<file path="src/rtl/xif_copro_result_stage_if.sv">
// rtl/xif_copro_result_stage_if.sv - shared XIF coprocessor types and result stage bus interface
// xif_copro_pkg    : X_ID_WIDTH, X_RFW_WIDTH, mem_metadata_t, x_result_t
// xif_copro_result_stage_if
//   ex_*     : execution unit result handshake (valid/ready, id, rd, rd_is_copro, data)
//   mem_*    : memory path result handshake (valid/ready, meta, rd_is_copro, data)
//   crf_*    : coprocessor register file write port
//   x_result : XIF result handshake towards the core
//   modports : slave (result stage side), master (upstream/core side)

package xif_copro_pkg;

    localparam int X_ID_WIDTH  = 4;
    localparam int X_RFW_WIDTH = 32;

    typedef struct packed {
        logic [X_ID_WIDTH-1:0] id;
        logic [4:0]            rd;
        logic                  we;
        logic                  exc;
        logic [5:0]            exccode;
        logic                  dbg;
    } mem_metadata_t;

    typedef struct packed {
        logic [X_ID_WIDTH-1:0]  id;
        logic [X_RFW_WIDTH-1:0] data;
        logic [4:0]             rd;
        logic                   we;
        logic [5:0]             ecsdata;
        logic [2:0]             ecswe;
        logic                   exc;
        logic [5:0]             exccode;
        logic                   err;
        logic                   dbg;
    } x_result_t;

endpackage

interface xif_copro_result_stage_if;

    import xif_copro_pkg::*;

    logic                   ex_valid_i;
    logic                   ex_ready_o;
    logic [X_ID_WIDTH-1:0]  ex_id_i;
    logic [4:0]             ex_rd_i;
    logic                   ex_rd_is_copro_i;
    logic [X_RFW_WIDTH-1:0] ex_data_i;

    logic                   mem_valid_i;
    logic                   mem_ready_o;
    mem_metadata_t          mem_meta_i;
    logic                   mem_rd_is_copro_i;
    logic [X_RFW_WIDTH-1:0] mem_data_i;

    logic                   crf_we_o;
    logic [4:0]             crf_waddr_o;
    logic [X_RFW_WIDTH-1:0] crf_wdata_o;

    logic                   x_result_valid_o;
    logic                   x_result_ready_i;
    x_result_t              x_result_o;

    modport slave (
        input  ex_valid_i, ex_id_i, ex_rd_i, ex_rd_is_copro_i, ex_data_i,
        input  mem_valid_i, mem_meta_i, mem_rd_is_copro_i, mem_data_i,
        input  x_result_ready_i,
        output ex_ready_o, mem_ready_o,
        output crf_we_o, crf_waddr_o, crf_wdata_o,
        output x_result_valid_o, x_result_o
    );

    modport master (
        output ex_valid_i, ex_id_i, ex_rd_i, ex_rd_is_copro_i, ex_data_i,
        output mem_valid_i, mem_meta_i, mem_rd_is_copro_i, mem_data_i,
        output x_result_ready_i,
        input  ex_ready_o, mem_ready_o,
        input  crf_we_o, crf_waddr_o, crf_wdata_o,
        input  x_result_valid_o, x_result_o
    );

endinterface

</file>
<file path="src/rtl/xif_copro_result_stage.sv">
// rtl/xif_copro_result_stage.sv - XIF coprocessor writeback and result stage
// clk_i, rst_ni    : clock, synchronous active-low reset
// bus (slave)      : ex/mem result inputs, crf write port, XIF result handshake
// occupancy_o      : result FIFO fill level
// stat_*_cnt_o     : saturating statistics, present with XIF_COPRO_RESULT_STATS_EN, else 0

module xif_copro_result_stage
    import xif_copro_pkg::*;
#(
    parameter int unsigned DEPTH = 2
) (
    input  logic                     clk_i,
    input  logic                     rst_ni,
    xif_copro_result_stage_if.slave  bus,
    output logic [$clog2(DEPTH):0]   occupancy_o,
    output logic [31:0]              stat_ex_cnt_o,
    output logic [31:0]              stat_mem_cnt_o,
    output logic [31:0]              stat_stall_cnt_o
);

    localparam int AW = $clog2(DEPTH);
    localparam int CW = AW + 1;

    typedef enum logic {
        SRC_EX  = 1'b0,
        SRC_MEM = 1'b1
    } src_e;

    src_e rr_q, rr_d;

    logic [AW-1:0] wptr_q, rptr_q;
    logic [CW-1:0] count_q;
    x_result_t     fifo_q [DEPTH];

    logic full, empty;
    logic grant_ex, grant_mem;
    logic push_ex, push_mem, push, pop;

    x_result_t              push_res;
    logic                   crf_qual;
    logic [4:0]             crf_addr_nxt;
    logic [X_RFW_WIDTH-1:0] crf_data_nxt;

    logic                   crf_we_q;
    logic [4:0]             crf_waddr_q;
    logic [X_RFW_WIDTH-1:0] crf_wdata_q;

    assign full  = (count_q == CW'(DEPTH));
    assign empty = (count_q == '0);

    // Arbitration ignores x_result_ready_i so upstream readiness never
    // combinationally depends on the core side.
    assign grant_ex  = bus.ex_valid_i && (!bus.mem_valid_i || rr_q == SRC_EX);
    assign grant_mem = bus.mem_valid_i && !grant_ex;

    assign bus.ex_ready_o  = !full && grant_ex;
    assign bus.mem_ready_o = !full && grant_mem;

    assign push_ex  = bus.ex_ready_o;
    assign push_mem = bus.mem_ready_o;
    assign push     = push_ex || push_mem;
    assign pop      = !empty && bus.x_result_ready_i;

    always_comb begin
        rr_d = rr_q;
        if (push) begin
            rr_d = push_ex ? SRC_MEM : SRC_EX;
        end
    end

    always_ff @(posedge clk_i) begin
        if (!rst_ni) begin
            rr_q <= SRC_EX;
        end else begin
            rr_q <= rr_d;
        end
    end

    // Result formation for whichever source holds the grant this cycle.
    always_comb begin
        push_res     = '0;
        crf_qual     = 1'b0;
        crf_addr_nxt = bus.ex_rd_i;
        crf_data_nxt = bus.ex_data_i;
        if (grant_ex) begin
            push_res.id   = bus.ex_id_i;
            push_res.rd   = bus.ex_rd_i;
            push_res.data = bus.ex_data_i;
            push_res.we   = !bus.ex_rd_is_copro_i;
            crf_qual      = bus.ex_rd_is_copro_i;
        end else begin
            push_res.id      = bus.mem_meta_i.id;
            push_res.rd      = bus.mem_meta_i.rd;
            push_res.exc     = bus.mem_meta_i.exc;
            push_res.exccode = bus.mem_meta_i.exccode;
            push_res.dbg     = bus.mem_meta_i.dbg;
            push_res.we      = bus.mem_meta_i.we && !bus.mem_rd_is_copro_i && !bus.mem_meta_i.exc;
            // A faulting load must not leak bus data to the core.
            push_res.data    = bus.mem_meta_i.exc ? '0 : bus.mem_data_i;
            crf_qual         = bus.mem_rd_is_copro_i && !bus.mem_meta_i.exc;
            crf_addr_nxt     = bus.mem_meta_i.rd;
            crf_data_nxt     = bus.mem_data_i;
        end
    end

    always_ff @(posedge clk_i) begin
        if (!rst_ni) begin
            wptr_q  <= '0;
            rptr_q  <= '0;
            count_q <= '0;
        end else begin
            if (push) begin
                wptr_q <= wptr_q + AW'(1);
            end
            if (pop) begin
                rptr_q <= rptr_q + AW'(1);
            end
            case ({push, pop})
                2'b10:   count_q <= count_q + CW'(1);
                2'b01:   count_q <= count_q - CW'(1);
                default: count_q <= count_q;
            endcase
        end
    end

    // Storage needs no reset: an empty FIFO masks the head to zero.
    always_ff @(posedge clk_i) begin
        if (push) begin
            fifo_q[wptr_q] <= push_res;
        end
    end

    assign bus.x_result_valid_o = !empty;
    assign bus.x_result_o       = empty ? '0 : fifo_q[rptr_q];
    assign occupancy_o          = count_q;

    always_ff @(posedge clk_i) begin
        if (!rst_ni) begin
            crf_we_q    <= 1'b0;
            crf_waddr_q <= '0;
            crf_wdata_q <= '0;
        end else begin
            crf_we_q <= push && crf_qual;
            if (push && crf_qual) begin
                crf_waddr_q <= crf_addr_nxt;
                crf_wdata_q <= crf_data_nxt;
            end
        end
    end

    assign bus.crf_we_o    = crf_we_q;
    assign bus.crf_waddr_o = crf_waddr_q;
    assign bus.crf_wdata_o = crf_wdata_q;

`ifdef XIF_COPRO_RESULT_STATS_EN
    logic [31:0] stat_ex_q, stat_mem_q, stat_stall_q;
    logic        stall;

    assign stall = bus.x_result_valid_o && !bus.x_result_ready_i;

    always_ff @(posedge clk_i) begin
        if (!rst_ni) begin
            stat_ex_q    <= '0;
            stat_mem_q   <= '0;
            stat_stall_q <= '0;
        end else begin
            if (push_ex && stat_ex_q != '1) begin
                stat_ex_q <= stat_ex_q + 32'd1;
            end
            if (push_mem && stat_mem_q != '1) begin
                stat_mem_q <= stat_mem_q + 32'd1;
            end
            if (stall && stat_stall_q != '1) begin
                stat_stall_q <= stat_stall_q + 32'd1;
            end
        end
    end

    assign stat_ex_cnt_o    = stat_ex_q;
    assign stat_mem_cnt_o   = stat_mem_q;
    assign stat_stall_cnt_o = stat_stall_q;
`else
    assign stat_ex_cnt_o    = '0;
    assign stat_mem_cnt_o   = '0;
    assign stat_stall_cnt_o = '0;
`endif

endmodule

</file>
<file path="src/flat_wrapper.sv">
// flat-port wrapper written by rule: the top's interface ports become plain ports
module xif_copro_result_stage_flat import xif_copro_pkg::*;
#(
    parameter int unsigned DEPTH = 2
)
  (clk_i, rst_ni, occupancy_o, stat_ex_cnt_o, stat_mem_cnt_o, stat_stall_cnt_o, bus_ex_valid_i, bus_ex_id_i, bus_ex_rd_i, bus_ex_rd_is_copro_i, bus_ex_data_i, bus_mem_valid_i, bus_mem_meta_i, bus_mem_rd_is_copro_i, bus_mem_data_i, bus_x_result_ready_i, bus_ex_ready_o, bus_mem_ready_o, bus_crf_we_o, bus_crf_waddr_o, bus_crf_wdata_o, bus_x_result_valid_o, bus_x_result_o);
  xif_copro_result_stage_if bus_i ();
  input  logic clk_i;
  input  logic rst_ni;
  output logic [$clog2(DEPTH):0] occupancy_o;
  output logic [31:0] stat_ex_cnt_o;
  output logic [31:0] stat_mem_cnt_o;
  output logic [31:0] stat_stall_cnt_o;
  input wire logic [$bits(bus_i.ex_valid_i)-1:0] bus_ex_valid_i;
  input wire logic [$bits(bus_i.ex_id_i)-1:0] bus_ex_id_i;
  input wire logic [$bits(bus_i.ex_rd_i)-1:0] bus_ex_rd_i;
  input wire logic [$bits(bus_i.ex_rd_is_copro_i)-1:0] bus_ex_rd_is_copro_i;
  input wire logic [$bits(bus_i.ex_data_i)-1:0] bus_ex_data_i;
  input wire logic [$bits(bus_i.mem_valid_i)-1:0] bus_mem_valid_i;
  input wire logic [$bits(bus_i.mem_meta_i)-1:0] bus_mem_meta_i;
  input wire logic [$bits(bus_i.mem_rd_is_copro_i)-1:0] bus_mem_rd_is_copro_i;
  input wire logic [$bits(bus_i.mem_data_i)-1:0] bus_mem_data_i;
  input wire logic [$bits(bus_i.x_result_ready_i)-1:0] bus_x_result_ready_i;
  output wire logic [$bits(bus_i.ex_ready_o)-1:0] bus_ex_ready_o;
  output wire logic [$bits(bus_i.mem_ready_o)-1:0] bus_mem_ready_o;
  output wire logic [$bits(bus_i.crf_we_o)-1:0] bus_crf_we_o;
  output wire logic [$bits(bus_i.crf_waddr_o)-1:0] bus_crf_waddr_o;
  output wire logic [$bits(bus_i.crf_wdata_o)-1:0] bus_crf_wdata_o;
  output wire logic [$bits(bus_i.x_result_valid_o)-1:0] bus_x_result_valid_o;
  output wire logic [$bits(bus_i.x_result_o)-1:0] bus_x_result_o;
  assign bus_i.ex_valid_i = bus_ex_valid_i;
  assign bus_i.ex_id_i = bus_ex_id_i;
  assign bus_i.ex_rd_i = bus_ex_rd_i;
  assign bus_i.ex_rd_is_copro_i = bus_ex_rd_is_copro_i;
  assign bus_i.ex_data_i = bus_ex_data_i;
  assign bus_i.mem_valid_i = bus_mem_valid_i;
  assign bus_i.mem_meta_i = bus_mem_meta_i;
  assign bus_i.mem_rd_is_copro_i = bus_mem_rd_is_copro_i;
  assign bus_i.mem_data_i = bus_mem_data_i;
  assign bus_i.x_result_ready_i = bus_x_result_ready_i;
  assign bus_ex_ready_o = bus_i.ex_ready_o;
  assign bus_mem_ready_o = bus_i.mem_ready_o;
  assign bus_crf_we_o = bus_i.crf_we_o;
  assign bus_crf_waddr_o = bus_i.crf_waddr_o;
  assign bus_crf_wdata_o = bus_i.crf_wdata_o;
  assign bus_x_result_valid_o = bus_i.x_result_valid_o;
  assign bus_x_result_o = bus_i.x_result_o;
  xif_copro_result_stage #(.DEPTH(DEPTH)) u_core (.clk_i(clk_i), .rst_ni(rst_ni), .bus(bus_i), .occupancy_o(occupancy_o), .stat_ex_cnt_o(stat_ex_cnt_o), .stat_mem_cnt_o(stat_mem_cnt_o), .stat_stall_cnt_o(stat_stall_cnt_o));
endmodule
</file>
<file path="config.mk">
export PLATFORM = sky130hd
export DESIGN_NAME = xif_copro_result_stage_flat
export DESIGN_NICKNAME = d
export VERILOG_FILES = /design/src/rtl/xif_copro_result_stage_if.sv /design/src/rtl/xif_copro_result_stage.sv /design/src/flat_wrapper.sv
export SDC_FILE = /design/constraint.sdc
export NUM_CORES = 1
export LEC_CHECK = 0
export CAP_MARGIN = 30
export CORE_ASPECT_RATIO = 1.25
export CORE_UTILIZATION = 25
export CTS_CLUSTER_SIZE = 25
export DETAILED_ROUTE_END_ITERATION = 8
export HOLD_SLACK_MARGIN = 0.05
export SLEW_MARGIN = 40
export SYNTH_ARGS = -nofsm -noshare
export SYNTH_HDL_FRONTEND = slang
export SYNTH_SLANG_ARGS = --single-unit
</file>
<file path="constraint.sdc">
create_clock -name clk_i -period 4.1 [get_ports clk_i]
set_input_delay 0.615 -clock clk_i [delete_from_list [all_inputs] [get_ports clk_i]]
set_output_delay 0.615 -clock clk_i [all_outputs]
set_load 0.05 [all_outputs]
</file>
Yosys cells after proc, flatten, opt, wreduce, memory -nomap -nowiden:

Memory sizes are Yosys's and may differ from the RTL's. A register that Yosys moved wholly into a read port is not among the register bits.
Cells that the tools add are included.
Widths: inputs -> output; s select.

* memories: 1
* output and inout bits: 199
* memory bits (writable): 100
* bits in registers: 43
* input port bits: 98

* mux-type cells: 14
* add/subtract/negate cells: 4
* bitwise logic cells: 1
* equality and inequality tests: 3
* reductions and logical operators: 20

Memory list
* u_core.fifo_q: words 2, width 50, rd ports 1, clocked after Yosys merged registers in 1, wr ports 1, RTL line xif_copro_result_stage.sv:33 `x_result_t fifo_q [DEPTH];`

Operators with widths (count)
* $mux 32: 2
* $mux 60: 1
* $mux 42: 1
* $logic_and 1x1->1: 9
* $logic_not 1->1: 7
* $mux 1: 7
* $mux 7: 1
* $mux 5: 1
* $eq 2x2->1 const B: 2
* $pmux 2 s2: 1
* $add 1x1->1 const B: 2
* $add 2x1->2 const B: 1
* $eq 2x1->1 const B: 1
* $logic_not 2->1: 1
* $logic_or 1x1->1: 2
* $reduce_bool 2->1: 1
* $sub 2x1->2 const B: 1
* $not 1->1: 1

Logic depth before layout (Yosys ltp):

* word-level depth: 9
* mapped depth: 7

Least setup slack after synthesis:

No wires, ideal clock.

* kind: reg2reg
* start point: register u_core.count_q[0], in the netlist u_core.occupancy_o[0]
* end point: memory u_core.fifo_q[1][0] in the netlist's numbering (enable)
* data required time: 3.642 ns
* arrival: 3.396 ns
* path slack: 0.246 ns
* cell stages (with the launch flop): 5
* cells stage by stage: dfxtp_1 > nand2b_1 > o21ai_1 > clkbuf_1 > nor2_1

* cells in the longest elaborated chain, start to end: 6
* elaborated cells between the ends (all ways): 7

Ends and longest elaborated chain
* from (decl): RTL line xif_copro_result_stage.sv:32 `logic [CW-1:0] count_q;`
* from (signal assigned): RTL line xif_copro_result_stage.sv:119 `2'b10: count_q <= count_q + CW'(1);`
* from (signal assigned): RTL line xif_copro_result_stage.sv:120 `2'b01: count_q <= count_q - CW'(1);`
* from (signal assigned): RTL line xif_copro_result_stage.sv:121 `default: count_q <= count_q;`
* $eq 2x2->1 (*): RTL line xif_copro_result_stage.sv:48 `assign full = (count_q == CW'(DEPTH));`
* $logic_not 1->1 (*): RTL line xif_copro_result_stage.sv:56, xif_copro_result_stage.sv:57
* $logic_and 1x1->1, on equally long branches: RTL line xif_copro_result_stage.sv:56, xif_copro_result_stage.sv:57
* $logic_or 1x1->1 (*): RTL line xif_copro_result_stage.sv:61 `assign push = push_ex || push_mem;`
* $mux 1 (*): RTL line xif_copro_result_stage.sv:128 `if (push) begin`
* $mux 1 (not written as such) (*): RTL line xif_copro_result_stage.sv:129 `fifo_q[wptr_q] <= push_res;`
* to (decl): RTL line xif_copro_result_stage.sv:33

Every way passes the cells marked *; elsewhere a longest branch is shown, timed or not.

==> flow_metrics.py <==
metrics = {
    "outcome": {
        "status": "finished, final reports clean",
    },
    "final_layout": {
        "fin_cells": 1251,
        "post-route-cell-area_um2": 9880,
        "seqCellArea_um2": 3890,
        "multi_input_area_um2": 2740,
        "syn_to_final_growth_pct": 34.5,
        "num_antenna_cells": 0,
        "final_util_pct": 34.5,
        "num-fill-cells": 2897,
        "nets": 947,
        "drive_gt1_share_pct": 8.48,
    },
    "timing": {
        "min_period_over_period_pct": 80.5,
        "finalMaxSlewViolations": 0,
        "maxSlewHeadroom_pct": 48.8,
        "fin_hold_ws_ns": 0.547,
        "tns_ns": 0,
        "tightest_slew_ns": 0.766,
        "rsz0062_at_grt": "no",
        "timing.final.hold_violations": 0,
        "layout_setup_ws_ns": 0.801,
        "period_needed_ns": 3.30,
        "setup_viol": 0,
        "skew_ns": 0.0100,
        "max_clock_freq_mhz": 303,
    },
    "placement": {
        "port_buffers": 190,
        "placed_cell_area_um2": 9250,
        "finalWeightedCongestion": 0.740,
        "placed_cells": 1219,
        "post-place-ws_ns": 0.817,
        "hpwl_mm": 13.9,
    },
    "route": {
        "vias": 5384,
        "firstDrtPassIters": 4,
        "viasPerCell": 4.30,
        "drt_iter0_markers": 224,
        "drc": 0,
        "drt-total-wl_mm": 20.4,
        "ant_nets": 0,
        "wl_per_cell_um": 16.3,
    },
    "worst_setup_path": {
        "worstPathRequired_ns": 3.48,
        "endpoint_kind": "output pin",
        "worstSetupPathType": "flop to output pin",
        "cp_max_fo": 38,
        "arrival_ns": 2.68,
        "setup.worst_path.start_class": "flop",
    },
    "floorplanning": {
        "ioPinCount": 297,
        "rows": 69,
        "start_util_pct": 25.6,
        "fp.coreArea_um2": 28700,
        "die-area_um2": 30100,
        "die_x_um": 155,
        "die_h_um": 194,
    },
    "grt": {
        "grt_max_degree": 81,
        "overflow": 0,
        "antenna_found_initial": 0,
        "grtUsageTotal_pct": 13.7,
        "grt_pass1_vias": 5378,
        "grt_pass1_wl_mm": 30.8,
    },
    "power_and_ir_drop": {
        "p_per_area_nw_per_um2": 704,
        "leakage_nw": 3.65,
        "p_total_mw": 6.96,
        "peakVddDrop_mv": 0.480,
    },
    "logic_synthesis": {
        "synth_top_area_share_pct": 40.9,
        "yosysTopAreaCell": "edfxtp_1",
        "synth_area_leaders": "edfxtp_1, dfxtp_1, buf_4, mux2i_1, nand3b_1",
        "postSynthAreaPerCell_um2": 10.8,
        "yosysUniqueCellTypes": 31,
        "netlist_area_um2": 7350,
        "ys_seq_area_share_pct": 52.9,
        "ys_seq_elements": 144,
        "synthCells": 681,
        "synth_warnings": 0,
    },
    "clock_network": {
        "clockBufferDepth": 2,
        "postCtsSetupBuffers": 0,
        "cts_max_level": 4,
        "hold_buffers": 0,
        "clock_latency_ns": 0.42,
        "cts_buffers": 17,
        "cts_resized": 0,
        "clk_pin_slew_ns": 0.07,
        "clock_sinks": 144,
        "cts_tree": "yes",
        "root_buffer": "clkbuf_16",
    },
    "worst_hold_path": {
        "hp-class": "flop to flop",
    },
    "flow_run": {
        "cap_violations": 0,
    },
}
[power by group]
part | internal, mW | switching [mW] | total (mW)
clock | 0.981 | 0.657 | 1.64
combinational | 0.965 | 2.19 | 3.16
sequential | 1.96 | 0.199 | 2.16
total | 3.91 | 3.05 | 6.96
[path summary, 6_finish.rpt]
path,startpoint,end,slack (ns),cells after the start
max,flop,bus_x_result_o[51],0.80,4
min,u_core.bus.crf_waddr_o[1]$_SDFFE_PN0P_,u_core.bus.crf_waddr_o[1]$_SDFFE_PN0P_,0.55,1
max reg2reg,u_core.occupancy_o[0]$_SDFFE_PN0P_,u_core.fifo_q[1][14]$_DFFE_PP_,1.66,4
min reg2reg,u_core.bus.crf_waddr_o[1]$_SDFFE_PN0P_,u_core.bus.crf_waddr_o[1]$_SDFFE_PN0P_,0.55,1
[cells in the mapped netlist (all sizes together)]
cell	number
a21bo	1
a21boi	3
a21oi	1
a31oi	37
and2	15
buf	128
clkbuf	31
conb	1
dfxtp	44
edfxtp	100
ha	1
inv	39
mux2i	50
nand2	20
nand2b	3
nand3b	33
nor2	54
nor3	37
o21a	1
o21ai	40
o221a	37
or3	1
or4b	1
xnor2	2
xor2	1
[logic make-up after synthesis]
logic type                 count (synthesis)  share of synthesized area [%]
AOI/OAI and AO/OA                        120                           12.2
xor gates and xnor gates                   3                          0.358
adders and majority gates                  1                          0.170
buffers and inverters                    198                           16.1
DFF                                      144                           52.9
muxes                                     50                           6.81
other                                      1                         0.0510
and+or+nand+nor                          164                           11.4
[state kept, by name, indices dropped and copies added, names as in the netlist, named ones only]
name	cells
u_core.rptr_q	1
u_core.wptr_q	1
u_core.bus.crf_we_o	1
u_core.rr_q	1
u_core.bus.crf_wdata_o	32
u_core.occupancy_o	2
u_core.fifo_q	100
u_core.bus.crf_waddr_o	5
[final cells by class]
class | count | area share [%]
clock buffer | 17 | 4.30
clock inverter | 15 | 2.01
inverter | 39 | 1.48
multi-input combinational | 444 | 27.7
sequential | 144 | 39.3
tap | 390 | 4.94
timing repair buffer | 202 | 20.2
[routing by layer]
layer  global-route usage, %  up-vias  wire length (µm)
li1                        -     2551                 -
met1                    16.1     2557              8440
met2                    24.0      251             10300
met3                    3.02       25              1240
met4                    5.27        0               402
met5                       0        -                 0
[cells in the final DEF (no fill, tap or decap), types with 33 or more instances in the layout]
master / netlist / routed
nor3_1: 37 / 37
a31oi_1: 37 / 37
mux2i_1: 50 / 50
inv_1: 39 / 39
conb_1: 1 / 106
clkdlybuf4s50_1: 0 / 188
dfxtp_1: 44 / 43
o21ai_0: 39 / 39
nor2_1: 54 / 51
edfxtp_1: 100 / 100
nand3b_1: 33 / 33
[critical path, stage by stage, from the launching register on]
cell and delay [ns]:
dfxtp_4 0.82, buf_4 0.38, mux2i_1 0.11, nor2_1 0.12, clkdlybuf4s50_1 0.82
No activity file was read; power rests on OpenSTA's default activity.
